### config.mk
export PLATFORM = sky130hd
export DESIGN_NAME = psram_request_arbiter_flat
export DESIGN_NICKNAME = d
export VERILOG_FILES = /design/src/rtl/psram_request_arbiter_if.sv /design/src/rtl/psram_request_arbiter.sv /design/src/flat_wrapper.sv
export SDC_FILE = /design/constraint.sdc
export NUM_CORES = 1
export LEC_CHECK = 0
export CORE_AREA = 2 2 193 195
export CTS_CLUSTER_DIAMETER = 40
export DETAILED_ROUTE_END_ITERATION = 6
export DIE_AREA = 0 0 195 197
export PLACE_DENSITY = 0.74
export SLEW_MARGIN = 25
export SYNTH_ARGS = -nofsm -noshare
export SYNTH_HDL_FRONTEND = slang
export SYNTH_SLANG_ARGS = --single-unit
### constraint.sdc
create_clock -name clk -period 28.8 [get_ports clk]
set_input_delay 8.64 -clock clk [delete_from_list [all_inputs] [get_ports clk]]
set_output_delay 8.64 -clock clk [all_outputs]
set_load 0.01 [all_outputs]
### src/rtl/psram_request_arbiter_if.sv
// psram_request_arbiter_if: requester and controller signals of the PSRAM command-port arbiter
interface psram_request_arbiter_if #(
  parameter int ADDRESS_BITWIDTH = 32,
  parameter int DATA_BITWIDTH    = 64
);
  logic                        r0_req;
  logic [ADDRESS_BITWIDTH-1:0] r0_addr;
  logic                        r0_write;
  logic [DATA_BITWIDTH-1:0]    r0_wdata;
  logic                        r0_ack;
  logic [DATA_BITWIDTH-1:0]    r0_rdata;
  logic                        r1_req;
  logic [ADDRESS_BITWIDTH-1:0] r1_addr;
  logic                        r1_write;
  logic [DATA_BITWIDTH-1:0]    r1_wdata;
  logic                        r1_ack;
  logic [DATA_BITWIDTH-1:0]    r1_rdata;
  logic                        m_valid;
  logic                        m_ready;
  logic [ADDRESS_BITWIDTH-1:0] m_addr;
  logic                        m_write;
  logic [DATA_BITWIDTH-1:0]    m_wdata;
  logic                        m_done;
  logic [DATA_BITWIDTH-1:0]    m_rdata;
  logic                        grant;
  logic                        busy;
  logic                        timeout_err;
  modport slave (
    input  r0_req, r0_addr, r0_write, r0_wdata, r1_req, r1_addr, r1_write, r1_wdata,
    input  m_ready, m_done, m_rdata,
    output r0_ack, r0_rdata, r1_ack, r1_rdata, m_valid, m_addr, m_write, m_wdata,
    output grant, busy, timeout_err
  );
  modport master (
    output r0_req, r0_addr, r0_write, r0_wdata, r1_req, r1_addr, r1_write, r1_wdata,
    output m_ready, m_done, m_rdata,
    input  r0_ack, r0_rdata, r1_ack, r1_rdata, m_valid, m_addr, m_write, m_wdata,
    input  grant, busy, timeout_err
  );
endinterface

### src/rtl/psram_request_arbiter.sv
// psram_request_arbiter: round-robin owner of the PSRAM command port with completion return and watchdog
module psram_request_arbiter #(
  parameter int ADDRESS_BITWIDTH = 32,
  parameter int DATA_BITWIDTH    = 64,
  parameter int TIMEOUT_CYCLES   = 255
) (
  input logic clk,
  input logic rst,
  psram_request_arbiter_if.slave bus
);
  typedef enum logic [1:0] {IDLE, ISSUE, WAIT, ACK} state_t;
  localparam int WW = $clog2(TIMEOUT_CYCLES + 1);
  state_t state, next;
  logic last, to_flag, pick, any_req, start, expire, done_ok;
  logic [WW-1:0] wd;
  assign any_req = bus.r0_req | bus.r1_req;
  assign pick    = (bus.r0_req & bus.r1_req) ? ~last : bus.r1_req;
  assign start   = state == IDLE && any_req;
  assign expire  = (state == ISSUE || state == WAIT) && wd == WW'(TIMEOUT_CYCLES - 1);
  assign done_ok = state == WAIT && bus.m_done;
  // state register
  always_ff @(posedge clk or posedge rst) begin
    if (rst) state <= IDLE;
    else state <= next;
  end
  // next state: a completion seen in WAIT outranks a simultaneous watchdog expiry
  always_comb begin
    next = state;
    case (state)
      IDLE:    next = any_req ? ISSUE : IDLE;
      ISSUE:   next = expire ? ACK : bus.m_ready ? WAIT : ISSUE;
      WAIT:    next = (bus.m_done | expire) ? ACK : WAIT;
      default: next = IDLE;
    endcase
  end
  // outputs decoded from state; the ACK state is exactly the one-cycle completion pulse
  always_comb begin
    bus.m_valid     = state == ISSUE;
    bus.busy        = state != IDLE;
    bus.r0_ack      = state == ACK && !bus.grant;
    bus.r1_ack      = state == ACK && bus.grant;
    bus.timeout_err = state == ACK && to_flag;
  end
  // command latch, owner tracking, watchdog and read-data return
  always_ff @(posedge clk or posedge rst) begin
    if (rst) begin
      bus.m_addr   <= ADDRESS_BITWIDTH'(0);
      bus.m_write  <= 1'b0;
      bus.m_wdata  <= DATA_BITWIDTH'(0);
      bus.grant    <= 1'b0;
      bus.r0_rdata <= DATA_BITWIDTH'(0);
      bus.r1_rdata <= DATA_BITWIDTH'(0);
      last         <= 1'b1;
      to_flag      <= 1'b0;
      wd           <= '0;
    end else begin
      if (start) begin
        bus.grant   <= pick;
        bus.m_addr  <= pick ? bus.r1_addr : bus.r0_addr;
        bus.m_write <= pick ? bus.r1_write : bus.r0_write;
        bus.m_wdata <= pick ? bus.r1_wdata : bus.r0_wdata;
        to_flag     <= 1'b0;
        wd          <= '0;
      end
      if (state == ISSUE || state == WAIT) wd <= wd + 1'b1;
      if (done_ok || expire) begin
        last    <= bus.grant;
        to_flag <= !done_ok;
        if (!bus.grant && !(done_ok && bus.m_write)) bus.r0_rdata <= done_ok ? bus.m_rdata : DATA_BITWIDTH'(0);
        if (bus.grant && !(done_ok && bus.m_write)) bus.r1_rdata <= done_ok ? bus.m_rdata : DATA_BITWIDTH'(0);
      end
    end
  end
endmodule
### src/flat_wrapper.sv
// flat-port wrapper written by rule: the top's interface ports become plain ports
module psram_request_arbiter_flat 
#(
  parameter int ADDRESS_BITWIDTH = 32,
  parameter int DATA_BITWIDTH    = 64,
  parameter int TIMEOUT_CYCLES   = 255
)
  (clk, rst, bus_r0_req, bus_r0_addr, bus_r0_write, bus_r0_wdata, bus_r1_req, bus_r1_addr, bus_r1_write, bus_r1_wdata, bus_m_ready, bus_m_done, bus_m_rdata, bus_r0_ack, bus_r0_rdata, bus_r1_ack, bus_r1_rdata, bus_m_valid, bus_m_addr, bus_m_write, bus_m_wdata, bus_grant, bus_busy, bus_timeout_err);
  psram_request_arbiter_if #(.ADDRESS_BITWIDTH(ADDRESS_BITWIDTH), .DATA_BITWIDTH(DATA_BITWIDTH)) bus_i ();
  input logic clk;
  input logic rst;
  input wire logic [$bits(bus_i.r0_req)-1:0] bus_r0_req;
  input wire logic [$bits(bus_i.r0_addr)-1:0] bus_r0_addr;
  input wire logic [$bits(bus_i.r0_write)-1:0] bus_r0_write;
  input wire logic [$bits(bus_i.r0_wdata)-1:0] bus_r0_wdata;
  input wire logic [$bits(bus_i.r1_req)-1:0] bus_r1_req;
  input wire logic [$bits(bus_i.r1_addr)-1:0] bus_r1_addr;
  input wire logic [$bits(bus_i.r1_write)-1:0] bus_r1_write;
  input wire logic [$bits(bus_i.r1_wdata)-1:0] bus_r1_wdata;
  input wire logic [$bits(bus_i.m_ready)-1:0] bus_m_ready;
  input wire logic [$bits(bus_i.m_done)-1:0] bus_m_done;
  input wire logic [$bits(bus_i.m_rdata)-1:0] bus_m_rdata;
  output wire logic [$bits(bus_i.r0_ack)-1:0] bus_r0_ack;
  output wire logic [$bits(bus_i.r0_rdata)-1:0] bus_r0_rdata;
  output wire logic [$bits(bus_i.r1_ack)-1:0] bus_r1_ack;
  output wire logic [$bits(bus_i.r1_rdata)-1:0] bus_r1_rdata;
  output wire logic [$bits(bus_i.m_valid)-1:0] bus_m_valid;
  output wire logic [$bits(bus_i.m_addr)-1:0] bus_m_addr;
  output wire logic [$bits(bus_i.m_write)-1:0] bus_m_write;
  output wire logic [$bits(bus_i.m_wdata)-1:0] bus_m_wdata;
  output wire logic [$bits(bus_i.grant)-1:0] bus_grant;
  output wire logic [$bits(bus_i.busy)-1:0] bus_busy;
  output wire logic [$bits(bus_i.timeout_err)-1:0] bus_timeout_err;
  assign bus_i.r0_req = bus_r0_req;
  assign bus_i.r0_addr = bus_r0_addr;
  assign bus_i.r0_write = bus_r0_write;
  assign bus_i.r0_wdata = bus_r0_wdata;
  assign bus_i.r1_req = bus_r1_req;
  assign bus_i.r1_addr = bus_r1_addr;
  assign bus_i.r1_write = bus_r1_write;
  assign bus_i.r1_wdata = bus_r1_wdata;
  assign bus_i.m_ready = bus_m_ready;
  assign bus_i.m_done = bus_m_done;
  assign bus_i.m_rdata = bus_m_rdata;
  assign bus_r0_ack = bus_i.r0_ack;
  assign bus_r0_rdata = bus_i.r0_rdata;
  assign bus_r1_ack = bus_i.r1_ack;
  assign bus_r1_rdata = bus_i.r1_rdata;
  assign bus_m_valid = bus_i.m_valid;
  assign bus_m_addr = bus_i.m_addr;
  assign bus_m_write = bus_i.m_write;
  assign bus_m_wdata = bus_i.m_wdata;
  assign bus_grant = bus_i.grant;
  assign bus_busy = bus_i.busy;
  assign bus_timeout_err = bus_i.timeout_err;
  psram_request_arbiter #(.ADDRESS_BITWIDTH(ADDRESS_BITWIDTH), .DATA_BITWIDTH(DATA_BITWIDTH), .TIMEOUT_CYCLES(TIMEOUT_CYCLES)) u_core (.clk(clk), .rst(rst), .bus(bus_i));
endmodule
# [Word level (Yosys, flattened, before mapping)]
# Index checks and enable logic that the tools add are counted.
[op_classes] mux=14 n_bitwise=4 n_eq_ne=4 n_reduce_logical=20 addsub=1
[op_table] cell="64-bit two-way mux" n=2
[op_table] cell="32-bit two-way mux" n=1
[op_table] cell="8-bit two-way mux" n=2
[op_table] cell="1-bit logical AND" n=9
[op_table] cell="8-bit by 1-bit adder with 8-bit output, second input constant" n=1
[op_table] cell="8-bit equality test, second input constant" n=1
[op_table] cell="1-bit two-way mux" n=6
[op_table] cell="2-bit one-hot mux with 3 select lines" n=1
[op_table] cell="2-bit nonzero test" n=3
[op_table] cell="2-bit equality test, second input constant" n=2
[op_table] cell="2-bit two-way mux" n=2
[op_table] cell="2-bit AND reduction" n=2
[op_table] cell="1-bit logical NOT" n=3
[op_table] cell="2-bit by 1-bit equality test with 1-bit output, second input constant" n=1
[op_table] cell="2-bit logical NOT" n=1
[op_table] cell="1-bit logical OR" n=2
[op_table] cell="1-bit bitwise OR" n=2
[op_table] cell="1-bit bitwise AND" n=1
[op_table] cell="1-bit NOT" n=1
[word_totals] word_cells=53 inputBits=264 output_inout_bits=231 regBits=238

# [Longest topological paths before layout]
[depth] depth_word=6 ltp_mapped=8 mapped_depth_nobuf=5

# [Worst setup path before layout]
# Ideal clock, no wire load.
[synth_timing] path_type="register to output" from="reg u_core.bus.grant" to="out bus_r0_ack" n_path_buf=4 stages_incl_launch_ff=6 slack_ps=18986 t_required_ps=20160 arrival_time_ps=1174 path_cell_list="dfrtp_1 buf_4 buf_4 buf_6 buf_2 nor2b_1"
[synth_via] elab_chain_cells=2
[synth_lines] item="start: declaration" line_no="psram_request_arbiter_if.sv:32" source="output grant, busy, timeout_err"
[synth_lines] item="start signal: assignment" line_no="psram_request_arbiter.sv:58" source="bus.grant <= pick;"
[synth_lines] item="1-bit logical NOT" line_no="psram_request_arbiter.sv:40" source="bus.r0_ack = state == ACK && !bus.grant;"
[synth_lines] item="1-bit logical AND" line_no="psram_request_arbiter.sv:40"
[synth_lines] item="end: declaration" line_no="flat_wrapper.sv:23" source="output wire logic [$bits(bus_i.r0_ack)-1:0] bus_r0_ack;"
# Every way passes these cells.

# [Final worst setup path]
[layout_timing] from="in bus_r1_req" to="reg u_core.wd[4]"
[layout_via] elab_chain_cells=3
[layout_lines] item="start: declaration" line_no="flat_wrapper.sv:16" source="input wire logic [$bits(bus_i.r1_req)-1:0] bus_r1_req;"
[layout_lines] item="1-bit bitwise OR" line_no="psram_request_arbiter.sv:16" source="assign any_req = bus.r0_req | bus.r1_req;"
[layout_lines] item="1-bit logical AND" line_no="psram_request_arbiter.sv:18" source="assign start = state == IDLE && any_req;"
[layout_lines] item="2-bit nonzero test (no source line)"
[layout_lines] item="end signal: assignment" line_no="psram_request_arbiter.sv:65" source="if (state == ISSUE || state == WAIT) wd <= wd + 1'b1;"
[layout_lines] item="end: declaration" line_no="psram_request_arbiter.sv:15" source="logic [WW-1:0] wd;"
# Every way passes these cells.
# A chain may end at the register's enable or synchronous reset.

==> summary.txt <==
Routing
  • Met3 wire length: 3.72 mm
  • DR DRC count: 0
  • First-pass DRT Iterations: 5
  • Via/cell ratio: ~4.8
  • Highest metal used: met5
  • 1st-iter DRT viols: 445
  • WL final: slightly below 40 mm
  • Met2 routed WL: roughly 19 mm
  • Routed WL per cell: around 18 µm
  • Via count: approximately 10,000
  • Detail Route Antenna Nets: 0
  • Metal1 wirelength: roughly 15 mm

Synth
  • Xor and xnor area share after synthesis: 0%
  • Post-Syn Nets: around 1,500
  • Post-synthesis compound-gate area fraction: roughly 20%
  • Cell Area, Synth: approximately 12,000 µm²
  • Register area share after synthesis: 51.4%
  • Prevailing post-synth register cell: dfrtp_1
  • Yosys warning count: 0
  • Synth Area in Adders: less than 1%
  • Simple-gate area share of the yosys netlist: 12.1%
  • Post-synthesis mux area share: 8.99%
  • Flops & latches, synth: between 200 and 250
  • Syn Area/Cell: a little under 10 µm²
  • EDFF count, synth: 0
  • Netlist cell types: 36
  • Largest family of logic cells by synthesized area: compound AO/OA/AOI/OAI gates
  • Post-synth ARST share: 100%
  • Post-Synthesis Cells: roughly 1,200

Place
  • DP HPWL: 27.7 mm
  • Placed cell area: 16,700 µm²
  • Final RePlAce weighted congestion: 0.839
  • IO buf count: a little under 500

CTS
  • Resized cells post-CTS: 0
  • CTS clk-pin slew, worst paths: about 50 ps
  • H-tree levels: 2
  • Clock Tree Buf Depth: 3
  • Hold-fix buffers, CTS: 0
  • Num CTS Buffers: 39
  • Clock Latency Late Sink: between 500 and 600 ps
  • CTS tree: built
  • Clk sink count: approximately 240
  • CTS Root Cell: clkbuf_16
  • Setup bufs post-CTS: 0

Run
  • Max-cap violations: 0

Floorplan
  • Die W: roughly 200 µm
  • IO Pins: just under 500
  • Core Region: about 36,000 µm²
  • Die Area: about 38,000 µm²
  • Die height: 197 µm
  • Initial Utilization: between 30% and 40%
  • Cell Rows: 70

Setup path
  • Critical path endpoint category: flop
  • CP Max Fanout: ~110
  • Worst setup SP type: input port
  • Worst reg2reg path depth: 7
  • Arr. time, crit path: approximately 11,000 ps
  • WP data required: about 30,000 ps
  • CP Class: in2reg
  • FF-to-FF setup slack: approximately 26,000 ps

STA
  • Maximum clock rate: about 0.092 GHz
  • Tmin final: roughly 11,000 ps
  • Tcrit/Tclk final: 37.8%
  • Layout Skew: 14.1 ps
  • RSZ-0062 raised after global routing: false
  • Rel. slew slack: between 30% and 40%
  • Fin Hold WS: around 480 ps
  • Setup TNS: 0 ps
  • Worst slew pin tran: approximately 1000 ps
  • Final setup vio count: 0
  • Fin. Hold Viols: 0
  • Max-slew violation count: 0

Power
  • Logic gate share of total power: ~42%
  • Flop pwr share: 31.2%
  • Power Density: 98.2 nW/µm²
  • P_int: roughly 1100 µW
  • Clk network pwr share: 26.7%
  • Worst VDD drop: 0.0530 mV
  • Sw Share: between 30% and 40%
  • Net Switching: 624 µW
  • Overall power: roughly 1800 µW
  • Pleak: about 0.008 µW

Finish
  • Layout area overhead: 55.8%
  • Design area: 18,100 µm²
  • Share of post-route cells with drive strength above 1: between 5 and 6%
  • Most common cell after layout, fill and taps aside: clkdlybuf4s50_1
  • Fin util: 49.8%
  • Final #Nets: roughly 1,900
  • Most frequent cells in the layout: clkdlybuf4s50_1 (494), dfrtp_1 (236), nand2_1 (231)

Global routing
  • Total gr overflow: 0
  • Antenna violations before repair: 10
  • Gr usage total: approximately a fifth
  • Number of global-route vias before repair: between 10,000 and 15,000
  • First-pass GRT wire length: just under 60 mm
  • Largest net degree at the start of global routing: approximately 120

Min path
  • Hold depth: 2
  • Min-delay worst type: reg2reg

Run status
  • Outcome: finished clean
==> state kept, by name, indices dropped and copies added, names as in the netlist <==
name	count
u_core.bus.m_wdata	64
u_core.last	1
u_core.bus.m_write	1
u_core.state	2
u_core.bus.grant	1
u_core.to_flag	1
u_core.bus.r0_rdata	64
u_core.wd	8
u_core.bus.m_addr	32
u_core.bus.r1_rdata	64
==> final timing paths <==
| check | end | from |
|---|---|---|
| setup reg to reg | u_core.bus.r1_rdata[45] | u_core.state[0] |
| min in group asynchronous | u_core.bus.r1_rdata[7] | rst |
| max in group asynchronous | u_core.bus.r1_rdata[37] | rst |
| hold / removal | u_core.bus.m_addr[17] | u_core.bus.m_addr[17] |
| setup / recovery | u_core.wd[4] | bus_r1_req |
| hold reg to reg | u_core.bus.m_addr[17] | u_core.bus.m_addr[17] |
==> worst max-delay path: stages <==
cell and delay [ps]:
clkdlybuf4s50_1 480, o21ai_4 160, buf_4 710, buf_4 870, mux2i_1 160, mux2i_1 190
==> power groups by stage <==
stage | Clock [µW] | Sequential [µW] | Combinational [µW]
floorplan | 0 | 581 | 368
global placement | 0 | 552 | 731
detailed placement | 0 | 555 | 751
CTS | 484 | 554 | 753
global route | 498 | 572 | 820
finish | 473 | 554 | 747
==> metal layers <==
layer	GRT usage, %	vias up
met5	0.128	-
met4	8.88	2
met3	7.77	70
met2	31.9	352
met1	22.8	4856
li1	-	4993
==> stage by stage <==
| stage | cells | setup WS (ps) |
|---|---|---|
| floorplan | 1197 | 13630 |
| global placement | 2079 | 17490 |
| detailed placement | 2079 | 17430 |
| CTS | 2148 | 17880 |
| global route | 2156 | 17600 |
| finish | 2156 | 17920 |
==> area by class of cell <==
type                            count  area [µm²]
Fill cell                        3340       18200
Sequential cell                   238        5960
Timing Repair Buffer              506        5030
Multi-Input combinational cell    797        4850
Clock buffer                       50        1100
Tap cell                          468         586
Inverter                           70         270
Clock inverter                     19         230
Antenna cell                        8        20.0
==> logic make-up after synthesis <==
family,after synthesis
AO/OA/AOI/OAI,371
buffers and inverters,162
flip-flops,238
multiplexers,104
adder cells (fa/ha/maj),7
AND/OR/NAND/NOR,315
==> cell usage after synthesis, types with 2 or more instances <==
master / number / share of area, %
a21o_1: 128 / 8.3
and2_1: 2 / 0.11
o21ai_0: 57 / 2.5
a21boi_1: 2 / 0.13
ha_1: 7 / 0.76
o211ai_1: 2 / 0.13
a21oi_1: 3 / 0.13
nor2b_1: 2 / 0.11
o21ai_1: 107 / 4.6
nand2b_1: 65 / 3.5
inv_1: 70 / 2.3
and4_4: 2 / 0.19
buf_2: 22 / 0.95
buf_6: 18 / 1.7
mux2i_1: 103 / 8.9
o22ai_1: 65 / 3.5
nand3_1: 6 / 0.26
buf_1: 2 / 0.065
dfrtp_1: 237 / 51
clkbuf_1: 42 / 1.4
nand4_1: 3 / 0.16
nand2_1: 231 / 7.5
buf_4: 8 / 0.52
No activity file was read; power rests on OpenSTA's default activity.
